`src/rtl/ram_access_ctrl_pkg.sv`:
```
// Shared types and defaults for the data-RAM access controller.
// Optional address checking is enabled with the RAM_ACCESS_CHECK_EN macro.
package ram_access_ctrl_pkg;

   localparam int DATA_W_DEF = 32;
   localparam int ADDR_W_DEF = 32;
   localparam int DIR_W_DEF  = 5;
   localparam int BYTE_OFS   = 2;

   typedef enum logic [2:0] {
      ST_IDLE     = 3'd0,
      ST_W_SETUP  = 3'd1,
      ST_W_STROBE = 3'd2,
      ST_W_HOLD   = 3'd3,
      ST_R_ADDR   = 3'd4,
      ST_RESP     = 3'd5
   } state_e;

endpackage

```
`src/rtl/ram_access_ctrl_if.sv`:
```
// CPU-side request/response handshake of the data-RAM access controller.
interface ram_access_ctrl_if
   import ram_access_ctrl_pkg::*;
#(
   parameter int DATA_W = DATA_W_DEF,
   parameter int ADDR_W = ADDR_W_DEF
);

   logic              req_valid;
   logic              req_ready;
   logic              req_we;
   logic [ADDR_W-1:0] req_addr;
   logic [DATA_W-1:0] req_wdata;
   logic              resp_valid;
   logic              resp_ready;
   logic [DATA_W-1:0] resp_rdata;
   logic              resp_err;

   modport master (
      output req_valid, req_we, req_addr, req_wdata, resp_ready,
      input  req_ready, resp_valid, resp_rdata, resp_err
   );

   modport slave (
      input  req_valid, req_we, req_addr, req_wdata, resp_ready,
      output req_ready, resp_valid, resp_rdata, resp_err
   );

endinterface

```
`src/rtl/ram_access_ctrl_fsm.sv`:
```
// Transaction sequencer: state register and next-state logic for the
// setup/strobe/hold write cycle, the single-cycle read and the response hold.
module ram_access_ctrl_fsm
   import ram_access_ctrl_pkg::*;
#(
   parameter bit WR_ACK = 1'b1
) (
   input  logic   clk,
   input  logic   rst,
   input  logic   req_valid_i,
   input  logic   req_we_i,
   input  logic   addr_err_i,
   input  logic   resp_ready_i,
   output state_e state_q_o,
   output state_e state_d_o
);

   state_e state_q;
   state_e state_d;

   // Next-state selection; unknown encodings fall back to IDLE.
   always_comb begin
      state_d = state_q;
      case (state_q)
         ST_IDLE: begin
            if (req_valid_i) begin
               if (addr_err_i) begin
                  state_d = ST_RESP;
               end else if (req_we_i) begin
                  state_d = ST_W_SETUP;
               end else begin
                  state_d = ST_R_ADDR;
               end
            end else begin
               state_d = ST_IDLE;
            end
         end
         ST_W_SETUP:  state_d = ST_W_STROBE;
         ST_W_STROBE: state_d = ST_W_HOLD;
         ST_W_HOLD: begin
            if (WR_ACK) begin
               state_d = ST_RESP;
            end else begin
               state_d = ST_IDLE;
            end
         end
         ST_R_ADDR:   state_d = ST_RESP;
         ST_RESP: begin
            if (resp_ready_i) begin
               state_d = ST_IDLE;
            end else begin
               state_d = ST_RESP;
            end
         end
         default:     state_d = ST_IDLE;
      endcase
   end

   // State register.
   always_ff @(posedge clk) begin
      if (rst) begin
         state_q <= ST_IDLE;
      end else begin
         state_q <= state_d;
      end
   end

   assign state_q_o = state_q;
   assign state_d_o = state_d;

endmodule

```
`src/rtl/ram_access_ctrl.sv`:
```
// Initiator side of the data-RAM port; every output is a flop.
// Define RAM_ACCESS_CHECK_EN to reject misaligned or out-of-range addresses.
module ram_access_ctrl
   import ram_access_ctrl_pkg::*;
#(
   parameter int DATA_W = DATA_W_DEF,
   parameter int ADDR_W = ADDR_W_DEF,
   parameter int DIR_W  = DIR_W_DEF,
   parameter bit WR_ACK = 1'b1
) (
   input  logic              clk,
   input  logic              rst,
   ram_access_ctrl_if.slave  cpu,
   output logic [DATA_W-1:0] ram_Datoin,
   output logic [DIR_W-1:0]  ram_Dir,
   output logic              ram_WE,
   input  logic [DATA_W-1:0] ram_Datoout
);

   state_e            state_q;
   state_e            state_d;
   logic              accept_s;
   logic              addr_err_s;
   logic [DIR_W-1:0]  word_idx_s;

   logic              req_ready_q;
   logic              resp_valid_q;
   logic [DATA_W-1:0] resp_rdata_q;
   logic              resp_err_q;
   logic [DATA_W-1:0] ram_datoin_q;
   logic [DIR_W-1:0]  ram_dir_q;
   logic              ram_we_q;

   assign word_idx_s = cpu.req_addr[DIR_W+BYTE_OFS-1:BYTE_OFS];
   assign accept_s   = cpu.req_valid && (state_q == ST_IDLE);

`ifdef RAM_ACCESS_CHECK_EN
   assign addr_err_s = (cpu.req_addr[BYTE_OFS-1:0] != {BYTE_OFS{1'b0}}) ||
                       ((cpu.req_addr >> (DIR_W + BYTE_OFS)) != {ADDR_W{1'b0}});
`else
   logic unused_addr_s;
   assign unused_addr_s = ^{cpu.req_addr[BYTE_OFS-1:0], cpu.req_addr[ADDR_W-1:DIR_W+BYTE_OFS]};
   assign addr_err_s    = 1'b0;
`endif

   ram_access_ctrl_fsm #(
      .WR_ACK (WR_ACK)
   ) u_fsm (
      .clk          (clk),
      .rst          (rst),
      .req_valid_i  (cpu.req_valid),
      .req_we_i     (cpu.req_we),
      .addr_err_i   (addr_err_s),
      .resp_ready_i (cpu.resp_ready),
      .state_q_o    (state_q),
      .state_d_o    (state_d)
   );

   // Output flops follow the upcoming state so WE is only high in W_STROBE;
   // RAM address/data only move at acceptance, never while WE can be high.
   always_ff @(posedge clk) begin
      if (rst) begin
         req_ready_q  <= 1'b1;
         resp_valid_q <= 1'b0;
         resp_rdata_q <= {DATA_W{1'b0}};
         resp_err_q   <= 1'b0;
         ram_datoin_q <= {DATA_W{1'b0}};
         ram_dir_q    <= {DIR_W{1'b0}};
         ram_we_q     <= 1'b0;
      end else begin
         req_ready_q  <= (state_d == ST_IDLE);
         resp_valid_q <= (state_d == ST_RESP);
         ram_we_q     <= (state_d == ST_W_STROBE);
         if (accept_s && !addr_err_s) begin
            ram_dir_q <= word_idx_s;
            if (cpu.req_we) begin
               ram_datoin_q <= cpu.req_wdata;
            end
         end
         // Cleared at acceptance so store and error responses carry zero data.
         if (accept_s) begin
            resp_rdata_q <= {DATA_W{1'b0}};
            resp_err_q   <= addr_err_s;
         end else if (state_q == ST_R_ADDR) begin
            resp_rdata_q <= ram_Datoout;
         end
      end
   end

   assign cpu.req_ready  = req_ready_q;
   assign cpu.resp_valid = resp_valid_q;
   assign cpu.resp_rdata = resp_rdata_q;
   assign cpu.resp_err   = resp_err_q;
   assign ram_Datoin     = ram_datoin_q;
   assign ram_Dir        = ram_dir_q;
   assign ram_WE         = ram_we_q;

endmodule
```
`src/flat_wrapper.sv`:
```
// flat-port wrapper written by rule: the top's interface ports become plain ports
module ram_access_ctrl_flat import ram_access_ctrl_pkg::*;
#(
   parameter int DATA_W = DATA_W_DEF,
   parameter int ADDR_W = ADDR_W_DEF,
   parameter int DIR_W  = DIR_W_DEF,
   parameter bit WR_ACK = 1'b1
)
  (clk, rst, ram_Datoin, ram_Dir, ram_WE, ram_Datoout, cpu_req_valid, cpu_req_we, cpu_req_addr, cpu_req_wdata, cpu_resp_ready, cpu_req_ready, cpu_resp_valid, cpu_resp_rdata, cpu_resp_err);
  ram_access_ctrl_if #(.DATA_W(DATA_W), .ADDR_W(ADDR_W)) cpu_i ();
  input  logic clk;
  input  logic rst;
  output logic [DATA_W-1:0] ram_Datoin;
  output logic [DIR_W-1:0] ram_Dir;
  output logic ram_WE;
  input  logic [DATA_W-1:0] ram_Datoout;
  input wire logic [$bits(cpu_i.req_valid)-1:0] cpu_req_valid;
  input wire logic [$bits(cpu_i.req_we)-1:0] cpu_req_we;
  input wire logic [$bits(cpu_i.req_addr)-1:0] cpu_req_addr;
  input wire logic [$bits(cpu_i.req_wdata)-1:0] cpu_req_wdata;
  input wire logic [$bits(cpu_i.resp_ready)-1:0] cpu_resp_ready;
  output wire logic [$bits(cpu_i.req_ready)-1:0] cpu_req_ready;
  output wire logic [$bits(cpu_i.resp_valid)-1:0] cpu_resp_valid;
  output wire logic [$bits(cpu_i.resp_rdata)-1:0] cpu_resp_rdata;
  output wire logic [$bits(cpu_i.resp_err)-1:0] cpu_resp_err;
  assign cpu_i.req_valid = cpu_req_valid;
  assign cpu_i.req_we = cpu_req_we;
  assign cpu_i.req_addr = cpu_req_addr;
  assign cpu_i.req_wdata = cpu_req_wdata;
  assign cpu_i.resp_ready = cpu_resp_ready;
  assign cpu_req_ready = cpu_i.req_ready;
  assign cpu_resp_valid = cpu_i.resp_valid;
  assign cpu_resp_rdata = cpu_i.resp_rdata;
  assign cpu_resp_err = cpu_i.resp_err;
  ram_access_ctrl #(.DATA_W(DATA_W), .ADDR_W(ADDR_W), .DIR_W(DIR_W), .WR_ACK(WR_ACK)) u_core (.clk(clk), .rst(rst), .cpu(cpu_i), .ram_Datoin(ram_Datoin), .ram_Dir(ram_Dir), .ram_WE(ram_WE), .ram_Datoout(ram_Datoout));
endmodule
```
`config.mk`:
```
export PLATFORM = sky130hd
export DESIGN_NAME = ram_access_ctrl_flat
export DESIGN_NICKNAME = d
export VERILOG_FILES = /design/src/rtl/ram_access_ctrl_pkg.sv /design/src/rtl/ram_access_ctrl_if.sv /design/src/rtl/ram_access_ctrl_fsm.sv /design/src/rtl/ram_access_ctrl.sv /design/src/flat_wrapper.sv
export SDC_FILE = /design/constraint.sdc
export NUM_CORES = 1
export LEC_CHECK = 0
export ABC_AREA = 1
export CORE_ASPECT_RATIO = 0.6
export CORE_MARGIN = 4
export CORE_UTILIZATION = 35
export DETAILED_ROUTE_END_ITERATION = 10
export DONT_BUFFER_PORTS = 1
export GPL_ROUTABILITY_DRIVEN = 0
export HOLD_SLACK_MARGIN = 0.1
export SLEW_MARGIN = 20
export SYNTH_ARGS = -nofsm -noshare
export SYNTH_HDL_FRONTEND = slang
export SYNTH_SLANG_ARGS = --single-unit
```
`constraint.sdc`:
```
create_clock -name clk -period 2.6 [get_ports clk]
set_input_delay 0.52 -clock clk [delete_from_list [all_inputs] [get_ports clk]]
set_output_delay 0.52 -clock clk [all_outputs]
set_load 0.01 [all_outputs]
```
==> results of run 1 <==
[metal layers]
layer | vias to the layer above | global-route usage [%] | part of all wire, % | routed length, um
li1 | 1097 | - | - | -
met1 | 989 | 16.6 | 43 | 2810
met2 | 92 | 20.8 | 44 | 2890
met3 | 10 | 6.91 | 12 | 762
met4 | 0 | 5.03 | 1.5 | 101
met5 | - | 0 | 0 | 0
[layout make-up]
cell class / count / area share [%]
clock buffer: 9 / 7.30
timing repair buffer: 3 / 0.730
tap: 104 / 4.22
sequential: 75 / 48.6
inverter: 10 / 1.30
multi-input combinational: 235 / 34.0
clock inverter: 7 / 3.77
[flip-flops by register name, indices dropped and copies added (netlist names)]
signal / count
u_core.cpu.resp_valid: 1
u_core.ram_Datoin: 32
u_core.ram_WE: 1
u_core.cpu.resp_rdata: 32
u_core.u_fsm.state_q_o: 3
u_core.ram_Dir: 5
u_core.cpu.req_ready: 1
[cell families (layout without fill, tap and decap cells)]
logic type / count (synthesis) / after routing / synth area share, %
AO/OA/AOI/OAI: 69 / 69 / 12.5
buffers and inverters: 34 / 29 / 7.73
flip-flops: 75 / 75 / 54.3
other: 1 / 1 / 0.136
AND/OR/NAND/NOR: 165 / 165 / 25.4
[metrics by stage]
step | worst slack, ns | utilization [%] | hold slack (ns) | instances | power [mW]
floorplan | 1.34 | - | 0.483 | 344 | 1.67
global placement | 1.20 | 36.7 | 0.497 | 427 | 1.68
detailed placement | 1.14 | 36.7 | 0.501 | 427 | 1.69
CTS | 1.25 | 41.3 | 0.238 | 443 | 3.11
global route | 1.09 | 41.3 | 0.238 | 443 | 3.21
finish | 1.26 | 41.3 | 0.261 | 443 | 3.06
[placed cells by master (no fill, tap or decap)]
cell type	n
clkinvlp_4	1
clkbuf_16	9
nor2_4	2
dfxtp_1	75
clkinv_2	2
inv_4	1
a21oi_1	64
nor2_2	2
bufinv_16	3
and2_1	1
inv_2	3
clkinv_4	1
buf_4	3
o21ai_0	5
conb_1	1
inv_1	6
nand2_1	108
nand3_1	37
nand2_4	1
nand3_2	1
nor2_1	13
[power by group through the flow]
| stage | sequential (mW) | combinational, mW | clock, mW |
|---|---|---|---|
| 2_1_floorplan | 1.35 | 0.320 | 0 |
| 3_3_place_gp | 1.37 | 0.309 | 0 |
| 3_5_place_dp | 1.37 | 0.319 | 0 |
| 4_1_cts | 1.35 | 0.319 | 1.44 |
| 5_1_grt | 1.36 | 0.369 | 1.49 |
| 6_report | 1.35 | 0.314 | 1.39 |
[worst max path at each step]
stage,start,end,slack (ns),depth (start not counted)
after floorplan,cpu_req_we,u_core.ram_Datoin[11],1.34,7
after global placement,cpu_req_valid,u_core.ram_Datoin[28],1.20,6
after detailed placement,cpu_req_valid,u_core.ram_Datoin[30],1.14,6
after CTS,u_core.u_fsm.state_q_o[0],u_core.cpu.resp_rdata[3],1.25,6
after global routing,u_core.u_fsm.state_q_o[0],u_core.cpu.resp_rdata[10],1.09,6
final,u_core.u_fsm.state_q_o[1],u_core.cpu.resp_rdata[3],1.26,6
==> results.sh, run 1 <==
export IMPL_crit_path_end_kind="register"
export IMPL_synth_top_area_share_pct=54.3
export IMPL_multi_input_area_um2=1050
export IMPL_finalSetupViolCount=0
export IMPL_r2r_cells=6
export IMPL_r2r_start="u_core.u_fsm.state_q_o[1]"
export IMPL_cp_top_family="buffers and inverters"
export IMPL_ir_drop_mv=0.386
export IMPL_dieArea_um2=9440
export IMPL_crit_path_frequent_cell="inv_2"
export IMPL_vias_per_cell=4.94
export IMPL_drt_iter0_drc=108
export IMPL_synthTopCellsByCount="nand2_1, dfxtp_1, a21oi_1"
export IMPL_netlist_area_um2=2770
export IMPL_grt_pass1_wl_mm=10.2
export IMPL_max_clock_path_buffers=2
export IMPL_critical_path_slowest_cell="dfxtp_1"
export IMPL_yosysTopAreaCell="dfxtp_1"
export IMPL_synth_ff_type="dfxtp_1"
export IMPL_power_density_nw_per_um2=990
export IMPL_cts_sinks=75
export IMPL_cp_max_fo=32
export IMPL_start_util_pct=37.0
export IMPL_yosys_cell_types_count=20
export IMPL_cts_setup_buffers=0
export IMPL_dr_total_vias=2188
export IMPL_postPlaceCellArea_um2=2750
export IMPL_finalMaxSlewViolations=0
export IMPL_grt_start_max_net_pins=38
export IMPL_rows=24
export IMPL_die_height_um=76.9
export IMPL_tightestPinTransition_ns=0.516
export IMPL_p_leak_nw=1.10
export IMPL_finalInstanceArea_um2=3090
export IMPL_avgRoutedWirePerCell_um=14.8
export IMPL_antenna_found_initial=0
export IMPL_worstPathRequired_ns=2.86
export IMPL_drc=0
export IMPL_path_clk_slew_ns=0.06
export IMPL_grt_util_all_layers_pct=13.7
export IMPL_nets=435
export IMPL_path_class="register to register"
export IMPL_grt_pass1_vias=2028
export IMPL_fin_crit_ns=1.34
export IMPL_hpwl_mm=4.73
export IMPL_netSwitchingFraction_pct=25.6
export IMPL_cts_tree="built"
export IMPL_layout_area_overhead_vs_synth_pct=11.6
export IMPL_finalCritPeriodShare_pct=51.4
export IMPL_start_kind="register"
export IMPL_p_int_mw=2.27
export IMPL_hold_buffers=0
export IMPL_yosysMostFrequentCell="nand2_1"
export IMPL_pwr_share_comb_pct=10.3
export IMPL_final_hold_viol_count=0
export IMPL_seq_area_frac_synth_pct=54.3
export IMPL_synth_warnings=0
export IMPL_cpPeakStageDelay_ns=0.42
export IMPL_root_buffer="clkbuf_16"
export IMPL_min_path_cells=1
export IMPL_cap_violations=0
export IMPL_min_path_type="primary input to register"
export IMPL_async_reset_ff_share_pct=0
export IMPL_p_clk_share_pct=45.6
export IMPL_synth_edf_count=0
export IMPL_numPortBuffers=0
export IMPL_min_from="rst"
export IMPL_avgSynthCellArea_um2=8.04
export IMPL_final_setup_tns_ns=0
export IMPL_drive_gt1_share_pct=8.55
export IMPL_num_io_pins=174
export IMPL_cp_buffers_inverters=2
export IMPL_num_fill_cells=750
export IMPL_die_w_um=123
export IMPL_fp_coreArea_um2=7480
export IMPL_regToRegSetupSlack_ns=1.26
export IMPL_clock_latency_ns=0.32
export IMPL_seqPwrFrac_pct=44.1
export IMPL_htreeDepth=3
export IMPL_ys_ff_latch=75
export IMPL_wirelength_mm=6.57
export IMPL_synth_area_leaders="dfxtp_1, nand2_1, a21oi_1, nand3_1, buf_6"
export IMPL_cp_cell_sequence="nor2_2 -> inv_2 -> nor2_4 -> inv_2 -> nand2_1 -> a21oi_1"
export IMPL_syn_num_nets=445
export IMPL_overflow=0
export IMPL_worst_r2r_endpoint="u_core.cpu.resp_rdata[3]"
export IMPL_max_freq_ghz=0.749
export IMPL_min_to="u_core.ram_Datoin[7]"
export IMPL_max_slew_margin_pct=65.6
export IMPL_syn_instance_count=344
export IMPL_worstPathArrival_ns=1.59
export IMPL_diodes=0
export IMPL_regArea_um2=1500
export IMPL_status="complete, no violations"
export IMPL_cts_resized=0
export IMPL_p_sw_uw=783
export IMPL_ant_nets=0
export IMPL_firstDrtPassIters=4
export IMPL_fin_skew_ns=0.00362
export IMPL_rsz0062_at_grt="false"
export IMPL_cts_buffers=9
No activity file was read; power rests on OpenSTA's default activity.
==> run 2, diff against run 1 <==
==> constraint.sdc (replaced) <==
create_clock -name clk -period 1.2 [get_ports clk]
set_input_delay 0.24 -clock clk [delete_from_list [all_inputs] [get_ports clk]]
set_output_delay 0.24 -clock clk [all_outputs]
set_load 0.01 [all_outputs]
==> results.sh, run 2 (same netlist as run 1, synthesis figures left out) <==
export IMPL_status="finished with violations"
export IMPL_violations="negative setup slack"
export IMPL_layout_area_overhead_vs_synth_pct=50.4
export IMPL_max_freq_ghz=0.784
export IMPL_hpwl_mm=4.83
export IMPL_path_clk_slew_ns=0.05
export IMPL_dpl_worst_slack_ns=-0.173
export IMPL_pwr_share_comb_pct=20.9
export IMPL_r2r_cells=7
export IMPL_die_w_um=123
export IMPL_cts_buffers=9
export IMPL_max_clock_path_buffers=2
export IMPL_grt_pass1_wl_mm=11.8
export IMPL_drc=0
export IMPL_start_kind="register"
export IMPL_drt_iter0_drc=148
export IMPL_worst_r2r_endpoint="u_core.cpu.resp_rdata[13]"
export IMPL_seqPwrFrac_pct=44.1
export IMPL_fin_crit_ns=1.28
export IMPL_finalCritPeriodShare_pct=106
export IMPL_antenna_found_initial=0
export IMPL_rows=24
export IMPL_wirelength_mm=8.90
export IMPL_finalMaxSlewViolations=0
export IMPL_grt_start_max_net_pins=35
export IMPL_cap_violations=0
export IMPL_cts_sinks=75
export IMPL_htreeDepth=3
export IMPL_worstPathArrival_ns=1.53
export IMPL_final_cell_mix="nand2_1, dfxtp_1, dlygate4sd3_1"
export IMPL_fin_skew_ns=0.00399
export IMPL_crit_path_end_kind="register"
export IMPL_regToRegSetupSlack_ns=-0.08
export IMPL_die_height_um=76.9
export IMPL_finalInstanceArea_um2=4160
export IMPL_drive_gt1_share_pct=20.8
export IMPL_grt_pass1_vias=2325
export IMPL_nets=518
export IMPL_r2r_start="u_core.u_fsm.state_q_o[1]"
export IMPL_ir_drop_mv=0.641
export IMPL_num_io_pins=174
export IMPL_final_hold_viol_count=0
export IMPL_path_class="register to register"
export IMPL_grt_util_all_layers_pct=15.8
export IMPL_min_path_type="primary input to register"
export IMPL_min_to="u_core.ram_Datoin[6]"
export IMPL_cp_max_fo=7
export IMPL_ant_nets=0
export IMPL_postPlaceCellArea_um2=2840
export IMPL_min_path_cells=2
export IMPL_numPortBuffers=0
export IMPL_cts_tree="built"
export IMPL_final_setup_tns_ns=-0.370
export IMPL_clock_latency_ns=0.32
export IMPL_firstDrtPassIters=4
export IMPL_worstPathRequired_ns=1.45
export IMPL_root_buffer="clkbuf_16"
export IMPL_vias_per_cell=5.02
export IMPL_min_from="cpu_req_we"
export IMPL_p_sw_mw=1.89
export IMPL_utilization_pct=55.7
export IMPL_fin_ws_ns=-0.0759
export IMPL_p_leak_nw=1.52
export IMPL_fp_coreArea_um2=7480
export IMPL_finalSetupViolCount=23
export IMPL_dr_total_vias=2624
export IMPL_overflow=0
export IMPL_diodes=0
export IMPL_dieArea_um2=9440
export IMPL_avgRoutedWirePerCell_um=17.0
export IMPL_p_int_mw=4.77
export IMPL_layout_commonest_cell="nand2_1"
export IMPL_rsz0062_at_grt="true"
export IMPL_power_density_nw_per_um2=1600
export IMPL_netSwitchingFraction_pct=28.4
export IMPL_start_util_pct=37.0
export IMPL_p_clk_share_pct=35.0
run 2: cell count changes in the layout (fill, tap and decap cells not counted), sizes merged:
| cell | before | now |
|---|---|---|
| clkbuf | 9 | 17 |
| buf | 3 | 15 |
| bufinv | 3 | 0 |
| clkinv | 3 | 0 |
| dlygate4sd3 | 0 | 67 |
| clkinvlp | 1 | 0 |
run 2: final cells by class:
cell class	instances	area (um2)
repair buffers	86	1000
inverters	10	52.6
fillers	646	3320
clock buffers	13	250
multi-input cells	235	1220
well taps	104	130
flip-flops and latches	75	1510
run 2: worst max path at each step:
| stage | from | endpoint | slack (ns) | depth (start not counted) |
|---|---|---|---|---|
| 3_3_place_gp | u_core.u_fsm.state_q_o[1] | u_core.cpu.resp_rdata[8] | -0.1 | 6 |
| 3_5_place_dp | u_core.u_fsm.state_q_o[1] | u_core.cpu.resp_rdata[23] | -0.17 | 6 |
| 4_1_cts | u_core.u_fsm.state_q_o[0] | u_core.cpu.resp_rdata[31] | -0.01 | 6 |
| 6_report | u_core.u_fsm.state_q_o[1] | u_core.cpu.resp_rdata[13] | -0.08 | 7 |
| 2_1_floorplan | u_core.u_fsm.state_q_o[0] | u_core.cpu.resp_rdata[0] | 0.08 | 7 |
| 5_1_grt | u_core.u_fsm.state_q_o[1] | u_core.cpu.resp_rdata[13] | -0.12 | 7 |
run 2: stage by stage:
| step | hold WS [ns] | power, mW | instances |
|---|---|---|---|
| after detailed placement | 0.315 | 3.80 | 433 |
| final | 0.0922 | 6.66 | 523 |
| after global routing | 0.101 | 6.99 | 523 |
| after floorplan | 0.387 | 3.62 | 344 |
| after CTS | 0.0618 | 6.36 | 514 |
| after global placement | 0.312 | 3.77 | 433 |
run 2: repair_timing:
action | in CTS | in global routing
buffers inserted | 0 | 1
hold buffers | 68 | 1
endpoints found under the setup margin | 38 | 63
resized for setup | 4 | 63
pin swaps | 0 | 30
gates cloned | 0 | 7
endpoints found under the hold margin | 69 | 28
run 2: power groups by stage:
stage	sequential, mW	clock [mW]	combinational (mW)
CTS	2.93	2.41	1.03
global route	2.96	2.52	1.51
floorplan	2.93	0	0.693
global placement	2.98	0	0.799
detailed placement	2.98	0	0.817
finish	2.94	2.33	1.39
run 2: metal layers:
metal | vias to the layer above | track usage [%] | share of wire (%)
met1 | 1233 | 18.6 | 41
met2 | 107 | 26.2 | 49
met4 | 0 | 5.81 | 1.7
li1 | 1267 | - | -
met3 | 17 | 5.96 | 8.2
met5 | - | 0 | 0
run 2: worst max-delay path, stage by stage (launching register included):
cell and delay (ns):
dfxtp_4 0.36, nor2_4 0.12, inv_2 0.06, nor2_4 0.12, buf_12 0.16, buf_6 0.13, nand2_1 0.07, a21oi_1 0.16
==> run 3, diff against run 2 <==
--- a/config.mk
+++ b/config.mk
@@ -6,9 +6,10 @@
 export NUM_CORES = 1
 export LEC_CHECK = 0
 export ABC_AREA = 1
+export CAP_MARGIN = 20
 export CORE_ASPECT_RATIO = 0.6
 export CORE_MARGIN = 4
-export CORE_UTILIZATION = 35
+export CORE_UTILIZATION = 40
 export DETAILED_ROUTE_END_ITERATION = 10
 export DONT_BUFFER_PORTS = 1
 export GPL_ROUTABILITY_DRIVEN = 0
==> results.sh, run 3 (same netlist as run 1, synthesis figures left out) <==
export IMPL_avgRoutedWirePerCell_um=16.0
export IMPL_fin_cells=511
export IMPL_min_path_type="primary input to register"
export IMPL_finalInstanceArea_um2=4080
export IMPL_crit_path_end_kind="register"
export IMPL_path_class="register to register"
export IMPL_start_util_pct=41.3
export IMPL_start_kind="register"
export IMPL_nets=520
export IMPL_power_density_nw_per_um2=1700
export IMPL_grt_use_met3_pct=7.67
export IMPL_p_leak_nw=1.53
export IMPL_final_cell_mix="nand2_1, dfxtp_1, dlygate4sd3_1"
export IMPL_firstDrtPassIters=4
export IMPL_htreeDepth=3
export IMPL_worstPathArrival_ns=1.48
export IMPL_dieArea_um2=8350
export IMPL_rows=23
export IMPL_drive_gt1_share_pct=14.4
export IMPL_numPortBuffers=0
export IMPL_fp_coreArea_um2=6710
export IMPL_grt_pass1_vias=2514
export IMPL_worstPathRequired_ns=1.46
export IMPL_drc=0
export IMPL_ant_nets=0
export IMPL_use_met2_pct=30.1
export IMPL_grt_start_max_net_pins=35
export IMPL_grtUsageMet1_pct=21.8
export IMPL_holdWs_ns=0.0777
export IMPL_dp_cells=417
export IMPL_critical_path_slowest_cell="dfxtp_4"
export IMPL_finalSetupViolCount=13
export IMPL_fin_skew_ns=0.00332
export IMPL_wirelength_mm=8.19
export IMPL_fin_ws_ns=-0.0245
export IMPL_cp_max_fo=10
export IMPL_antenna_found_initial=0
export IMPL_max_clock_path_buffers=2
export IMPL_crit_path_frequent_cell="nor2_4"
export IMPL_layout_commonest_cell="nand2_1"
export IMPL_num_io_pins=174
export IMPL_die_w_um=115
export IMPL_fin_crit_ns=1.22
export IMPL_path_clk_slew_ns=0.06
export IMPL_cpPeakStageDelay_ns=0.36
export IMPL_status="finished with violations"
export IMPL_finalMaxSlewViolations=0
export IMPL_final_hold_viol_count=0
export IMPL_cp_cell_sequence="nor2_4 -> inv_2 -> nor2_4 -> buf_4 -> clkbuf_16 -> nand2_1 -> a21oi_2"
export IMPL_ir_drop_mv=1.10
export IMPL_rsz0062_at_grt="true"
export IMPL_finalCritPeriodShare_pct=102
export IMPL_vias_per_cell=5.09
export IMPL_grt_pass1_wl_mm=12.0
export IMPL_cts_buffers=9
export IMPL_num_fill_cells=576
export IMPL_dr_total_vias=2602
export IMPL_layout_area_overhead_vs_synth_pct=47.4
export IMPL_grt_busiest_layer="met2"
export IMPL_root_buffer="clkbuf_16"
export IMPL_max_freq_ghz=0.817
export IMPL_die_height_um=72.4
export IMPL_clock_latency_ns=0.32
export IMPL_cts_tree="built"
export IMPL_cts_sinks=75
export IMPL_drt_iter0_drc=123
export IMPL_hold_buffers=70
export IMPL_hpwl_mm=4.61
export IMPL_violations="negative setup slack"
export IMPL_diodes=0
export IMPL_postPlaceCellArea_um2=2830
export IMPL_final_setup_tns_ns=-0.140
export IMPL_grt_util_all_layers_pct=18.3
export IMPL_cap_violations=0
export IMPL_overflow=0
-- run 3: layout make-up --
cell class | count | area, um2 | area share [%]
Clock buffer | 12 | 267 | 6.53
Clock inverter | 4 | 47.5 | 1.17
Inverter | 10 | 47.5 | 1.17
Multi-Input combinational cell | 235 | 1110 | 27.3
Sequential cell | 75 | 1510 | 37.0
Tap cell | 87 | 109 | 2.67
Timing Repair Buffer | 88 | 986 | 24.2
-- run 3: path summary, 6_finish.rpt --
path	start	end	slack, ns	cells past startpoint
max reg2reg	u_core.u_fsm.state_q_o[0]	u_core.cpu.resp_rdata[30]	-0.02	7
min	cpu_req_we	u_core.ram_Datoin[8]	0.08	2
min reg2reg	u_core.cpu.resp_rdata[25]	u_core.cpu.resp_rdata[25]	0.51	2
max	u_core.u_fsm.state_q_o[0]	u_core.cpu.resp_rdata[30]	-0.02	7
-- run 3: what timing repair did --
item | CTS | global route
cloned | 0 | 4
setup buffers | 0 | 4
setup endpoints to repair | 35 | 62
hold endpoints to repair | 71 | 31
pin swaps | 0 | 1
resized for setup | 4 | 24
-- run 3: power by group --
group | switching (mW) | internal, mW
Combinational | 0.654 | 0.623
Sequential | 0.240 | 2.70
Clock | 0.945 | 1.77
-- run 3: metal layers --
layer | wire length (um) | part of all wire, %
met5 | 0 | 0
met4 | 73 | 0.89
met3 | 845 | 10
met2 | 3740 | 46
met1 | 3530 | 43
-- run 3: worst max-delay path, delay by kind of cell (launching register included) --
kind | cells | cell delay, ns
compound gates | 1 | 0.13
buf+inv | 3 | 0.36
flops | 1 | 0.36
simple gates | 3 | 0.31
-- run 3: per-stage QoR --
step	setup WS, ns	utilization, %	power [mW]
6_report	-0.0245	60.8	6.93
5_1_grt	-0.0807	60.8	7.28
4_1_cts	0.0132	57.6	6.77
3_5_place_dp	-0.109	42.2	3.79
3_3_place_gp	-0.0599	42.2	3.77
2_1_floorplan	0.0774	-	3.62
